`src/rtl/uart_pkg.sv`:
```
// Shared definitions for the UART transmit arbiter: arbiter FSM states,
// UART data width, and the width helper for requester indices.
package uart_pkg;

   localparam int UART_DATA_W = 8;

   typedef enum logic [1:0] {
      ST_IDLE      = 2'd0,
      ST_LAUNCH    = 2'd1,
      ST_WAIT_BUSY = 2'd2,
      ST_WAIT_DONE = 2'd3
   } arb_state_e;

   // Width of a requester index; at least one bit even for a single requester
   function automatic int id_width(input int n);
      if (n <= 1) begin
         return 1;
      end else begin
         return $clog2(n);
      end
   endfunction

endpackage

```
`src/rtl/rr_arbiter.sv`:
```
// Purely combinational round-robin arbiter: picks the first asserted request
// at or after ptr (wrapping), returning it one-hot and as an index.
module rr_arbiter
   import uart_pkg::*;
#(
   parameter int N_REQ = 2,
   parameter int IDW   = id_width(N_REQ)
) (
   input  logic [N_REQ-1:0] req,
   input  logic [IDW-1:0]   ptr,
   output logic [N_REQ-1:0] grant,
   output logic [IDW-1:0]   grant_idx,
   output logic             grant_any
);

   logic [2*N_REQ-1:0] dbl_s;
   logic               take_s;

   // Rotate requests so ptr lands at bit 0, then take the lowest set bit
   always_comb begin
      dbl_s     = {req, req} >> ptr;
      grant_idx = '0;
      grant_any = 1'b0;
      take_s    = 1'b0;
      for (int i = 0; i < N_REQ; i++) begin
         take_s    = dbl_s[i] & ~grant_any;
         grant_idx = take_s ? IDW'((int'(ptr) + i) % N_REQ) : grant_idx;
         grant_any = grant_any | dbl_s[i];
      end
      grant = grant_any ? (N_REQ'(1'b1) << grant_idx) : '0;
   end

endmodule

```
`src/rtl/uart_tx_arbiter.sv`:
```
// Round-robin arbiter sharing one UART transmitter between N_REQ byte sources.
// One byte in flight at a time: accept in IDLE, pulse tx_start, wait for the
// transmitter to go busy (bounded by BUSY_WAIT cycles), then wait for done.
// Optional build macro UART_ARB_PKT_LOCK_EN keeps the grant on one requester
// until it sends a byte flagged req_last.
module uart_tx_arbiter
   import uart_pkg::*;
#(
   parameter int N_REQ     = 2,
   parameter int BUSY_WAIT = 4
) (
   input  logic                           clk,
   input  logic                           rst,
   input  logic [N_REQ-1:0]               req_valid,
   input  logic [UART_DATA_W*N_REQ-1:0]   req_data,
   input  logic [N_REQ-1:0]               req_last,
   output logic [N_REQ-1:0]               req_ready,
   output logic                           tx_start,
   output logic [UART_DATA_W-1:0]         tx_din,
   input  logic                           tx_busy,
   input  logic                           tx_done,
   output logic [id_width(N_REQ)-1:0]     grant_id,
   output logic                           arb_busy,
   output logic                           launch_err
);

   localparam int                IDW       = id_width(N_REQ);
   localparam int                CNT_W     = $clog2(BUSY_WAIT + 1);
   localparam logic [IDW-1:0]    LAST_IDX  = IDW'(N_REQ - 1);
   // Busy is sampled in WAIT_BUSY with cnt_r = 1 .. BUSY_WAIT-1, so an
   // abandoned launch raises launch_err exactly BUSY_WAIT cycles after tx_start.
   localparam logic [CNT_W-1:0]  CNT_LIMIT = CNT_W'(BUSY_WAIT - 1);

   arb_state_e               state_r;
   arb_state_e               state_nx_s;
   logic [IDW-1:0]           ptr_r;
   logic [CNT_W-1:0]         cnt_r;
   logic                     tx_start_r;
   logic [UART_DATA_W-1:0]   tx_din_r;
   logic [IDW-1:0]           grant_id_r;
   logic                     arb_busy_r;
   logic                     launch_err_r;
   logic [N_REQ-1:0]         arb_req_s;
   logic [N_REQ-1:0]         arb_grant_s;
   logic [IDW-1:0]           arb_idx_s;
   logic                     arb_any_s;
   logic                     accept_s;
   logic                     abandon_s;
   logic [UART_DATA_W-1:0]   sel_byte_s;

   // Successor of a requester index, wrapping N_REQ-1 back to 0
   function automatic logic [IDW-1:0] next_idx(input logic [IDW-1:0] idx);
      if (idx == LAST_IDX) begin
         return '0;
      end else begin
         return idx + IDW'(1'b1);
      end
   endfunction

`ifdef UART_ARB_PKT_LOCK_EN
   logic                     lock_r;
   logic [IDW-1:0]           lock_id_r;
   logic                     sel_last_s;

   // While a packet is open only its owner may compete
   always_comb begin
      if (lock_r) begin
         arb_req_s = req_valid & (N_REQ'(1'b1) << lock_id_r);
      end else begin
         arb_req_s = req_valid;
      end
   end

   // End-of-packet flag of the winning requester
   always_comb begin
      sel_last_s = 1'b0;
      for (int i = 0; i < N_REQ; i++) begin
         sel_last_s = sel_last_s | (req_last[i] & arb_grant_s[i]);
      end
   end

   // Pointer moves only when a packet closes; abandoned launches close it too
   always_ff @(posedge clk) begin
      if (rst) begin
         ptr_r     <= '0;
         lock_r    <= 1'b0;
         lock_id_r <= '0;
      end else if (accept_s) begin
         if (sel_last_s) begin
            ptr_r  <= next_idx(arb_idx_s);
            lock_r <= 1'b0;
         end else begin
            lock_r    <= 1'b1;
            lock_id_r <= arb_idx_s;
         end
      end else if (abandon_s) begin
         ptr_r  <= next_idx(grant_id_r);
         lock_r <= 1'b0;
      end
   end
`else
   logic unused_last_s;
   assign unused_last_s = ^req_last;
   assign arb_req_s     = req_valid;

   // Pointer moves past every accepted requester
   always_ff @(posedge clk) begin
      if (rst) begin
         ptr_r <= '0;
      end else if (accept_s) begin
         ptr_r <= next_idx(arb_idx_s);
      end
   end
`endif

   rr_arbiter #(
      .N_REQ (N_REQ),
      .IDW   (IDW)
   ) u_rr (
      .req       (arb_req_s),
      .ptr       (ptr_r),
      .grant     (arb_grant_s),
      .grant_idx (arb_idx_s),
      .grant_any (arb_any_s)
   );

   // Pick the winner's byte out of the packed data bus
   always_comb begin
      sel_byte_s = '0;
      for (int i = 0; i < N_REQ; i++) begin
         sel_byte_s = sel_byte_s
                    | (req_data[UART_DATA_W*i +: UART_DATA_W] & {UART_DATA_W{arb_grant_s[i]}});
      end
   end

   // Next-state logic; accept and abandon are single-cycle decisions
   always_comb begin
      state_nx_s = state_r;
      accept_s   = 1'b0;
      abandon_s  = 1'b0;
      case (state_r)
         ST_IDLE: begin
            if (arb_any_s && !tx_busy) begin
               accept_s   = 1'b1;
               state_nx_s = ST_LAUNCH;
            end else begin
               state_nx_s = ST_IDLE;
            end
         end
         ST_LAUNCH: begin
            state_nx_s = ST_WAIT_BUSY;
         end
         ST_WAIT_BUSY: begin
            if (tx_busy) begin
               state_nx_s = ST_WAIT_DONE;
            end else if (cnt_r >= CNT_LIMIT) begin
               abandon_s  = 1'b1;
               state_nx_s = ST_IDLE;
            end else begin
               state_nx_s = ST_WAIT_BUSY;
            end
         end
         ST_WAIT_DONE: begin
            // A busy drop without a done pulse also ends the byte
            if (tx_done || !tx_busy) begin
               state_nx_s = ST_IDLE;
            end else begin
               state_nx_s = ST_WAIT_DONE;
            end
         end
         default: begin
            state_nx_s = ST_IDLE;
         end
      endcase
   end

   // State register and registered outputs
   always_ff @(posedge clk) begin
      if (rst) begin
         state_r      <= ST_IDLE;
         cnt_r        <= '0;
         tx_start_r   <= 1'b0;
         tx_din_r     <= 8'h00;
         grant_id_r   <= '0;
         arb_busy_r   <= 1'b0;
         launch_err_r <= 1'b0;
      end else begin
         state_r      <= state_nx_s;
         cnt_r        <= (state_r == ST_WAIT_BUSY) ? cnt_r + CNT_W'(1'b1) : CNT_W'(1'b1);
         tx_start_r   <= (state_nx_s == ST_LAUNCH);
         arb_busy_r   <= (state_nx_s != ST_IDLE);
         launch_err_r <= abandon_s;
         if (accept_s) begin
            tx_din_r   <= sel_byte_s;
            grant_id_r <= arb_idx_s;
         end
      end
   end

   assign req_ready  = (accept_s && !rst) ? arb_grant_s : '0;
   assign tx_start   = tx_start_r;
   assign tx_din     = tx_din_r;
   assign grant_id   = grant_id_r;
   assign arb_busy   = arb_busy_r;
   assign launch_err = launch_err_r;

endmodule

```
`config.mk`:
```
export PLATFORM = sky130hd
export DESIGN_NAME = uart_tx_arbiter
export DESIGN_NICKNAME = d
export VERILOG_FILES = /design/src/rtl/uart_pkg.sv /design/src/rtl/rr_arbiter.sv /design/src/rtl/uart_tx_arbiter.sv
export SDC_FILE = /design/constraint.sdc
export NUM_CORES = 1
export LEC_CHECK = 0
export CORE_ASPECT_RATIO = 0.9
export CORE_MARGIN = 8
export CORE_UTILIZATION = 37
export CTS_BUF_LIST = sky130_fd_sc_hd__clkbuf_8
export DETAILED_ROUTE_END_ITERATION = 6
export PLACE_DENSITY_LB_ADDON = 0.25
export RECOVER_POWER = 50
export SLEW_MARGIN = 5
export SYNTH_ARGS = -nofsm -noshare
export SYNTH_HDL_FRONTEND = slang
export SYNTH_SLANG_ARGS = --single-unit
```
`constraint.sdc`:
```
create_clock -name clk -period 1.2 [get_ports clk]
set_input_delay 0.24 -clock clk [delete_from_list [all_inputs] [get_ports clk]]
set_output_delay 0.24 -clock clk [all_outputs]
set_load 0.02 [all_outputs]
```
# Word level (Yosys, flattened, before mapping)

Cells that the tools add are included.

$add $sub $neg: 3
Multipliers: 0
Div/mod/pow operators: 0
$lt $le $gt $ge: 1
Equality and inequality tests: 4
Shift-type cells: 2
Multiplexer cells: 14
Bitwise logic cells: 7
Reductions and logical operators: 9

Operators by type and width:

| kind                                                | number |
|---|---|
| bitwise AND 8 bit                                   | 2 |
| two-way mux 2 bit                                   | 5 |
| two-way mux 1 bit                                   | 8 |
| bitwise OR 8 bit                                    | 1 |
| one-hot mux 2 bit (4 select lines)                  | 1 |
| == test 2 x 1 -> 1 bit, second input constant       | 2 |
| == test 2 bit, second input constant                | 2 |
| right shift 4 x 1 -> 2 bit                          | 1 |
| adder 3 x 1 -> 3 bit, second input constant         | 1 |
| >= comparator 3 x 2 -> 1 bit, second input constant | 1 |
| OR reduction 3 bit                                  | 1 |
| adder 1 bit, second input constant                  | 2 |
| logical AND 1 bit                                   | 2 |
| logical NOT 1 bit                                   | 2 |
| logical NOT 2 bit                                   | 1 |
| NOT 1 bit                                           | 2 |
| nonzero test 2 bit                                  | 1 |
| OR reduction 2 bit                                  | 1 |
| left shift 1 x 1 -> 2 bit, first input constant     | 1 |
| bitwise AND 1 bit                                   | 1 |
| logical OR 1 bit                                    | 1 |
| bitwise OR 1 bit                                    | 1 |

Flip-flop bits (word level): 18
Latch bits: 0
RAM bits: 0
ROM bits: 0
Input port bits: 24
Output and inout port bits: 14
Logic and storage cells: 49
Memories kept: 0

# Depth between registers and ports, before layout

Gate-level depths: netlist of the first run.

Depth in word-level cells: 8
Depth in mapped cells: 5
Mapped depth without buffers: 5

# Hierarchy

Synthesis of the first run repeated with hierarchy kept, for this count alone.

Cell total of the unflattened synthesis: 81
Area total of the unflattened synthesis: 839.6 µm²

By module, submodules not included:

| module          | instances | cells each | area each (µm²) | sequential area each (µm²) |
|---|---|---|---|---|
| uart_tx_arbiter | 1         | 76         | 807.0           | 360.3 |
| rr_arbiter      | 1         | 5          | 32.5            | 0.0 |

# Worst setup path before layout of the first run

OpenSTA, ideal clock, no wires.

Kind: reg-to-output
From: reg state_r[0]
To: out req_ready[0]
Arrival time: 1.332 ns
Data required time: 0.960 ns
Setup slack: -0.372 ns
Stages on the path, launching flop included: 4
Path buffers: 0
Cells stage by stage: dfxtp_1 nor3_4 o21ai_1 nor3b_1

Word-level cells in the longest chain between the ends: 4

RTL lines:

| item                   | line                   | source |
|---|---|---|
| from (decl)            | uart_tx_arbiter.sv:34  | `arb_state_e state_r;` |
| from (signal assigned) | uart_tx_arbiter.sv:188 | `state_r <= state_nx_s;` |
| logical NOT 2 bit      | uart_tx_arbiter.sv:141 | `case (state_r)` |
| two-way mux 1 bit      | uart_tx_arbiter.sv:141 |  |
| logical AND 1 bit      | uart_tx_arbiter.sv:200 | `assign req_ready = (accept_s && !rst) ? arb_grant_s : '0;` |
| two-way mux 2 bit      | uart_tx_arbiter.sv:200 |  |
| to (decl)              | uart_tx_arbiter.sv:17  | `output logic [N_REQ-1:0] req_ready,` |

Every way passes these cells.

# Worst setup path after layout of the first run

From: reg state_r[1]
To: out req_ready[0]

Same word-level chain as after synthesis.

==> impl.org, run 1 <==
** Status
- Run status :: finished, violations left
- The checks that failed: negative setup slack.

** Routing
- Vias per Instance :: 5.39
- DR WL/cell :: 15.6 um
- Across all layers, the routed design uses 937 vias.
- Final routed wirelength across all metal layers :: 2.71 mm
- Number of nets still failing antenna checks after routing :: 0
- Pre-Repair DR Iteration Count :: 4
- Post-route DRC :: 0
- Violation count after the first detailed-route iteration :: 21

** Place
- Port Buf Inserts :: 35
- Minimum setup slack after placement :: -0.926 ns
- The congestion estimate from routability-driven global placement came to 0.779.
- Once placement completed, the tool counted placed cells totaling 162.
- DP HPWL :: 1.87 mm

** Power
- In this run the power density over the cells is 1090 nW/um2.
- Across the VDD grid, the largest voltage drop is 0.650 mV.
- Leakage power summed over all cells :: 0.000590 uW
- After layout, the design draws a total of 1620 uW.

** STA
- Counting I/O delays and the setup requirement, the final critical path takes 1.50 ns.
- Hold is met by 0.460 ns.
- Setup repair after global routing could not meet its margin everywhere.
- Highest Clock Rate :: 0.665 GHz
- Maximum clock skew at final layout :: 0.00397 ns
- Pins over their slew limit :: 0
- For the pin with the worst max-slew slack, the measured transition is 0.271 ns.
- Setup TNS after final layout :: -1.35 ns
- Fin crit share :: 125%
- Count of final hold-check violations :: 0
- Headroom to the max-slew limit came out at 81.9%.
- In the post-route analysis, the smallest setup slack over all paths is -0.304 ns.
- Setup violations remaining at the end of the flow were counted as 12.

** Floorplanning
- The floorplan step set the die height to 60.4 um.
- Placeable Area :: 2120 um2
- 38 I/O pins were placed.
- Overall die width :: 65.4 um
- Die area :: 3950 um2
- The initialized floorplan defines 16 standard-cell rows.
- Initial core utilization :: 38.3%

** Logic synthesis
- Area share of xor/xnor cells in the synthesized design :: 0%
- The cell area that synthesis handed to floorplanning was 812 um2.
- Largest family of logic cells by synthesized area :: compound AO/OA/AOI/OAI gates
- The synthesized netlist devotes 3.08% of its cell area to adder and majority cells.
- The Yosys step of the flow raised 0 warnings.
- Number of library cell types mapped by synthesis :: 29
- The number of nets in the synthesized netlist is 118.
- Summing the areas of all compound-gate instances in the mapped netlist gives 23.6% of the synthesized area.
- Summing the areas of all and, or, nand and nor instances in the mapped netlist gives 21.9% of the synthesized area.
- Multiplexer fraction of the synthesized cell area :: 0%
- Summing the sequential cell areas from Yosys gives 44.4% of the chip area.
- After synthesis the netlist holds a flip-flop and latch count of 18.
- Post-synthesis instance total :: 92
- The average instance in the mapped netlist occupies 8.83 um2.

** Setup path
- For the worst setup path, the data required time is 0.96 ns.
- Crit start category :: flip-flop
- For the worst setup path, the data arrival time is 1.26 ns.
- By startpoint and endpoint, the worst setup path is classified as flip-flop to output pin.
- STA classifies the critical path endpoint as an output pin.
- In this run the worst path has a maximum fanout of 3.

** Clock network
- The later pin in the worst-skew pair is clocked with a latency of 0.26 ns.
- For this design, the CTS-stage hold fixing added 0 buffers.
- CTS built an H-tree with a depth of 1.
- Num CTS Buffers :: 3
- Root buffer cell :: clkbuf_8
- CTS tree :: yes
- Clock buffer depth :: 2
- Sinks on Clock Net :: 18
- After clock tree synthesis, the clock-pin slew on the worst setup and hold paths is 0.07 ns.

** Worst hold path
- The worst hold path belongs to the class flip-flop to flip-flop.

** Finish
- In the final layout, the share of cells above drive strength 1 is 40.8%.
- Final net count :: 174
- Counting the fill cells in the layout gives 186.
- The finished layout holds 174 standard cells, fillers aside.
- Count of antenna diodes in the layout :: 0
- The multi-input combinational cells in the finished layout cover a total of 524 um2.
- The library cell used most frequently in the layout, excluding fill and tap cells, is buf_4.
- Summing all flip-flop and latch instances after layout gives 367 um2.
- Relative to the synthesized area, the layout overhead comes to 83.4%.
- Leaving out fill and tap cells, the most frequent cells in the layout are 19 x buf_4, 17 x clkdlybuf4s50_1, 13 x dfxtp_1.

** Global route
- Vias in the first global route :: 918
- For this run, the total global-route usage over all layers was measured as 13.4%.
- The total overflow left after global routing is 0.
- The first global-routing pass estimated 4.04 mm of wire.
- Largest net degree at the start of global routing :: 15
- Number of antenna violations at the first check in global routing :: 0

** Job
- Number of max-capacitance violations reported :: 0
[cell type report]
| cell class | count | area share (%) |
|---|---|---|
| clock buffers | 4 | 3.70 |
| flip-flops and latches | 18 | 24.6 |
| inverters | 5 | 1.26 |
| multi-input cells | 63 | 35.2 |
| well taps | 27 | 2.27 |
| repair buffers | 57 | 32.9 |
[kinds of logic after synthesis]
logic type | after synthesis
and+or+nand+nor | 31
AOI/OAI and AO/OA | 29
adders and majority gates | 2
DFF | 18
buffers and inverters | 12
[path summary, 6_finish.rpt]
path / from / to / slack (ns) / cells after the start
max: state_r[1] / req_ready[0] / -0.30 / 4
max reg2reg: state_r[1] / tx_din[4] / -0.16 / 4
min reg2reg: tx_din[4] / tx_din[4] / 0.46 / 2
min: tx_din[4] / tx_din[4] / 0.46 / 2
[per-stage QoR]
| stage | utilization [%] | instance area [um2] |
|---|---|---|
| 2_1_floorplan | - | 843 |
| 3_3_place_gp | 61.3 | 1300 |
| 3_5_place_dp | 61.3 | 1300 |
| 4_1_cts | 69.2 | 1470 |
| 5_1_grt | 70.2 | 1490 |
| 6_report | 70.2 | 1490 |
[synthesized netlist by cell type]
master / count / area share (%)
o21bai_1: 1 / 0.92
a21boi_0: 1 / 0.92
buf_6: 1 / 1.4
or3_1: 2 / 1.5
nand2_1: 2 / 0.92
o311a_1: 1 / 1.2
buf_2: 1 / 0.62
a21boi_2: 1 / 1.4
o21ai_1: 1 / 0.62
o21ai_0: 9 / 5.5
ha_1: 2 / 3.1
inv_1: 5 / 2.3
and3b_1: 1 / 1.1
a221oi_1: 1 / 1.1
nand2b_1: 2 / 1.5
a31oi_1: 9 / 6.9
a21oi_1: 2 / 1.2
nor3_1: 1 / 0.62
o211ai_1: 1 / 0.92
buf_4: 1 / 0.92
a211oi_1: 1 / 0.92
clkbuf_1: 4 / 1.8
nor2_1: 5 / 2.3
dfxtp_1: 18 / 44
nand4_1: 7 / 5.4
nand3_1: 9 / 5.5
nor3b_1: 1 / 0.92
nor3_4: 1 / 2.0
a311oi_2: 1 / 1.8
[flip-flops by register name (all words and copies together) (netlist names)]
register and flops:
tx_din 8, cnt_r 3, state_r 2, arb_busy 1, grant_id 1, launch_err 1
ptr_r 1, tx_start 1
[repair_timing]
item | CTS | global route
endpoints found under the hold margin | 0 | 0
cloned | 1 | 1
setup buffers | 6 | 5
pin swaps | 28 | 12
endpoints found under the setup margin | 29 | 21
gates resized for setup | 59 | 16
[metal layers]
layer  share of wire [%]  vias up  wire [um]  GRT usage [%]
met4                 1.4        0         38           6.52
met2                  47       40       1280           22.6
li1                    -      455          -              -
met1                  42      437       1140           14.4
met3                 9.3        5        252           5.35
met5                   0        -          0              0
[power by group]
part,switching [uW],total (uW),internal (uW)
registers,27.3,668,641
logic,224,451,228
clock network,213,505,292
[worst max-delay path: stages, from the launching register on]
cell and delay (ns):
dfxtp_2 0.34, nor3_4 0.24, o21ai_2 0.11, nor3b_4 0.18, buf_6 0.14
No activity file was read; power rests on OpenSTA's default activity.
==> run 2: changes to the inputs <==
Settings changed: ABC_AREA set to 1, CORE_UTILIZATION 37 to 38, SLEW_MARGIN 5 to not set.
==> run 2 against run 1 <==
The run still ends with negative setup slack left; critical path depth up 2; cell area down 2.3%; via count up 1.2%; die area about the same; clock power down 16%; critical path type unchanged; highest routed layer unchanged.
==> impl.org, run 2 <==
** Logic synthesis
- The cell area that synthesis handed to floorplanning was 835 um2.
- Of all flip-flops after synthesis, the portion carrying an async set or reset was 0%.
- Most repeated cell in the gate-level netlist after synthesis :: nand2_1
- The average instance in the mapped netlist occupies 6.84 um2.
- Area share of and/or/nand/nor cells after synthesis :: 35.5%
- The share of synthesized area in the top cell type comes to 43.2%.
- For this run, the leading register cell type out of synthesis is dfxtp_1.
- Multiplexer fraction of the synthesized cell area :: 0%
- After technology mapping, the gate count stands at 122.
- Cell taking the most area after synthesis :: dfxtp_1
- The synthesized netlist devotes 3.00% of its cell area to adder and majority cells.
- Largest family of logic cells by synthesized area :: simple AND/OR/NAND/NOR gates
- Synth Area in Compound Gates :: 8.85%
- Leading post-synthesis cells by instance count :: 46 x nand2_1, 18 x dfxtp_1, 13 x nor2_1
- Sorting the synthesized cells by area gives the leading types as dfxtp_1 43%, nand2_1 21%, nor2_1 5.8%, nand3_1 5.4%, inv_1 5.4%.
- The number of different library cells used by synthesis comes to 17.
- Post-synth net total :: 148
- The synthesized design contains 0 enable-type register cells.
- Counting flops and latches in the post-synthesis netlist gives 18.
- Area share of xor/xnor cells in the synthesized design :: 0%
- Sequential share of the synthesized area :: 43.2%
- Synthesis warning total :: 0

** Finish
- The number of antenna diodes in the final layout is 0.
- Largest register FFs :: 8
- At the end of the flow the core is filled with cells to 68.6%.
- Post-route cell area :: 1460 um2
- At the end of the flow, the number of nets in the layout was 205.
- The library cell used most frequently in the layout, excluding fill and tap cells, is nand2_1.
- Commonest cells after routing, fill and taps aside :: 44 x nand2_1, 17 x clkdlybuf4s50_1, 16 x buf_4
- From synthesis to final layout, the design area changed by 74.4%.
- The layout has 183 filler cells.
- Of the cells placed in the final design, the portion with a size suffix greater than 1 is 26.0%.

** Global route
- Number of antenna violations at the first check in global routing :: 0
- Vias in the first global route :: 982
- The first global-routing pass estimated 4.06 mm of wire.
- Entering global routing, the biggest net connects 10 pins.
- Across every metal layer, demand over resource in global routing totals 13.2%.
- Overall overflow remaining after global route :: 0

** Setup path
- Crit start category :: flip-flop
- Internal reg-to-reg setup slack :: 0.05 ns
- In this run the worst setup path terminates at req_ready[1].
- Start point of the critical path :: state_r[0]
- Register-to-Register Path Depth :: 8
- STA classifies the critical path endpoint as an output pin.
- The worst register-to-register path begins at state_r[0].
- In this run the worst path has a maximum fanout of 3.
- The critical path in this run is classified as flip-flop to output pin.
- Worst Path Required :: 0.96 ns
- WP data arrival :: 1.19 ns
- In this run the critical register-to-register path is captured at tx_din[2].

** Routing
- Dividing the detail-routed wire length by the instance count gives 12.0 um.
- Final routed wirelength across all metal layers :: 2.46 mm
- Pre-Repair DR Iteration Count :: 4
- Number of nets still failing antenna checks after routing :: 0
- In the routed design, unresolved DRC markers number 0.
- Violation count after the first detailed-route iteration :: 25
- Vias per Instance :: 4.65
- The detailed router placed 948 vias in this run.

** Floorplanning
- I/O pin count :: 38
- In this run the standard cell core region covers 2120 um2.
- In this run the vertical extent of the chip is 60.5 um.
- The floorplan step defined a die boundary enclosing 3950 um2.
- Initial core utilization :: 39.3%
- The die is 65.4 um wide.
- Row generation in the floorplan step produced 16 rows.

** Clock network
- Counting the buffers created by CTS gives 3.
- The clock reaches the later pin of the worst-skew pair after 0.25 ns.
- Counting every sink on the clock net gives 18.
- In this run the number of H-tree levels came out at 1.
- No sink is reached through more buffers than the 2 on the longest clock path.
- Root buffer cell :: clkbuf_8
- Buffers inserted to repair hold after CTS numbered 0.
- Clock transition at the register clock pins on the worst setup and hold paths after CTS :: 0.07 ns
- CTS tree :: yes

** Power
- Worst vdd ir :: 0.657 mV
- Power spread over the standard cell area amounts to 1020 nW/um2.
- The analysis attributes to cell leakage a power of 0.000689 uW.

** Job
- Max-cap violations in this run came to 0.

** STA
- Fin crit share :: 119%
- Setup repair after global routing missed its margin :: true
- Setup violations remaining at the end of the flow were counted as 2.
- The number of hold violations in the final report is 0.
- The max-slew violation count was 0.
- Counting I/O delays and the setup requirement, the final critical path takes 1.43 ns.
- In the final timing run, aggregate negative setup slack is -0.444 ns.
- Across the routed clock network, the largest skew measured is 0.00436 ns.
- At the pin with the least slew margin, the transition time is 0.228 ns.
- Worst Hold Slack :: 0.462 ns
- Final WS setup :: -0.228 ns
- Remaining max-slew budget at the tightest pin :: 84.9%
- Highest Clock Rate :: 0.700 GHz

** Worst hold path
- Path class of the lowest-slack min-delay path :: flip-flop to flip-flop

** Place
- The count of buffers added on input and output ports is 35.
- DP HPWL :: 1.95 mm
- The placed instances occupy a cell area of 1350 um2.
- Final weighted congestion in routability-driven placement :: 0.750

** Status
- The final reports fail on negative setup slack.
- Run status :: finished, violations left
==> run 2: cell count changes in the layout (fill, tap and decap cells not counted), moves of 6 or more <==
| cell | delta |
|---|---|
| nor2_1 | +7 |
| a31oi_1 | -9 |
| o21ai_2 | -6 |
| nand2_1 | +42 |
| nand4_1 | -7 |
==> run 2: where the power goes <==
part	leakage, uW	switching [uW]	internal [uW]
Sequential	0.000149	21.8	639
Combinational	0.000518	205	203
Clock	0.0000216	199	223
==> run 2: area by class of cell <==
cell class / count / area (um2) / area share (%)
Tap cell: 27 / 33.8 / 2.32
Multi-Input combinational cell: 87 / 467 / 32.1
Timing Repair Buffer: 55 / 495 / 34.0
Inverter: 14 / 52.6 / 3.61
Clock buffer: 3 / 41.3 / 2.84
Sequential cell: 18 / 365 / 25.1
==> run 2: what timing repair did <==
item,in CTS,in global routing
setup buffers,1,0
resized for setup,44,11
endpoints found under the setup margin,26,13
pin swaps,9,7
==> run 2: logic make-up (layout without fill, tap and decap cells) <==
kind of cell	count (synthesis)	count (layout)
DFF	18	18
and+or+nand+nor	71	71
buffers and inverters	17	72
AOI/OAI and AO/OA	14	14
adders and majority gates	2	2
==> run 2: critical path, stage by stage, from the launching register on <==
cell and delay [ns]:
dfxtp_2 0.34, nor2_4 0.13, nand3_4 0.10, nor2_4 0.11
inv_2 0.06, nor2_4 0.07, buf_6 0.11
==> run 2: how the worst min path moves through the flow <==
stage	startpoint	end	slack (ns)	depth (start not counted)
after detailed placement	tx_din[7]	tx_din[7]	0.45	2
after CTS	tx_din[7]	tx_din[7]	0.46	2
after global routing	tx_din[6]	tx_din[6]	0.48	2
final	tx_din[6]	tx_din[6]	0.46	2
after floorplan	rst	tx_din[5]	0.31	1
after global placement	tx_din[6]	tx_din[6]	0.45	2
==> run 2: routing by layer <==
metal  vias to the layer above  wire [um]  GRT usage (%)  part of all wire [%]
li1                        488          -              -                     -
met1                       420        986           12.8                    40
met2                        33       1190           24.1                    48
met3                         7        217           5.17                   8.8
met4                         0         66           6.52                   2.7
met5                         -          0              0                     0
==> run 2: through the flow <==
stage,instances,power (uW),setup slack [ns]
2_1_floorplan,122,856,0.0217
3_3_place_gp,200,1060,-0.862
3_5_place_dp,200,1070,-0.911
4_1_cts,204,1480,-0.228
5_1_grt,204,1560,-0.276
6_report,204,1490,-0.228
==> run 3: changes to the inputs <==
Settings changed: GPL_ROUTABILITY_DRIVEN set to 0.
==> results of run 3 <==
Same layout as run 2: the final DEF is identical, and so are final timing and power.
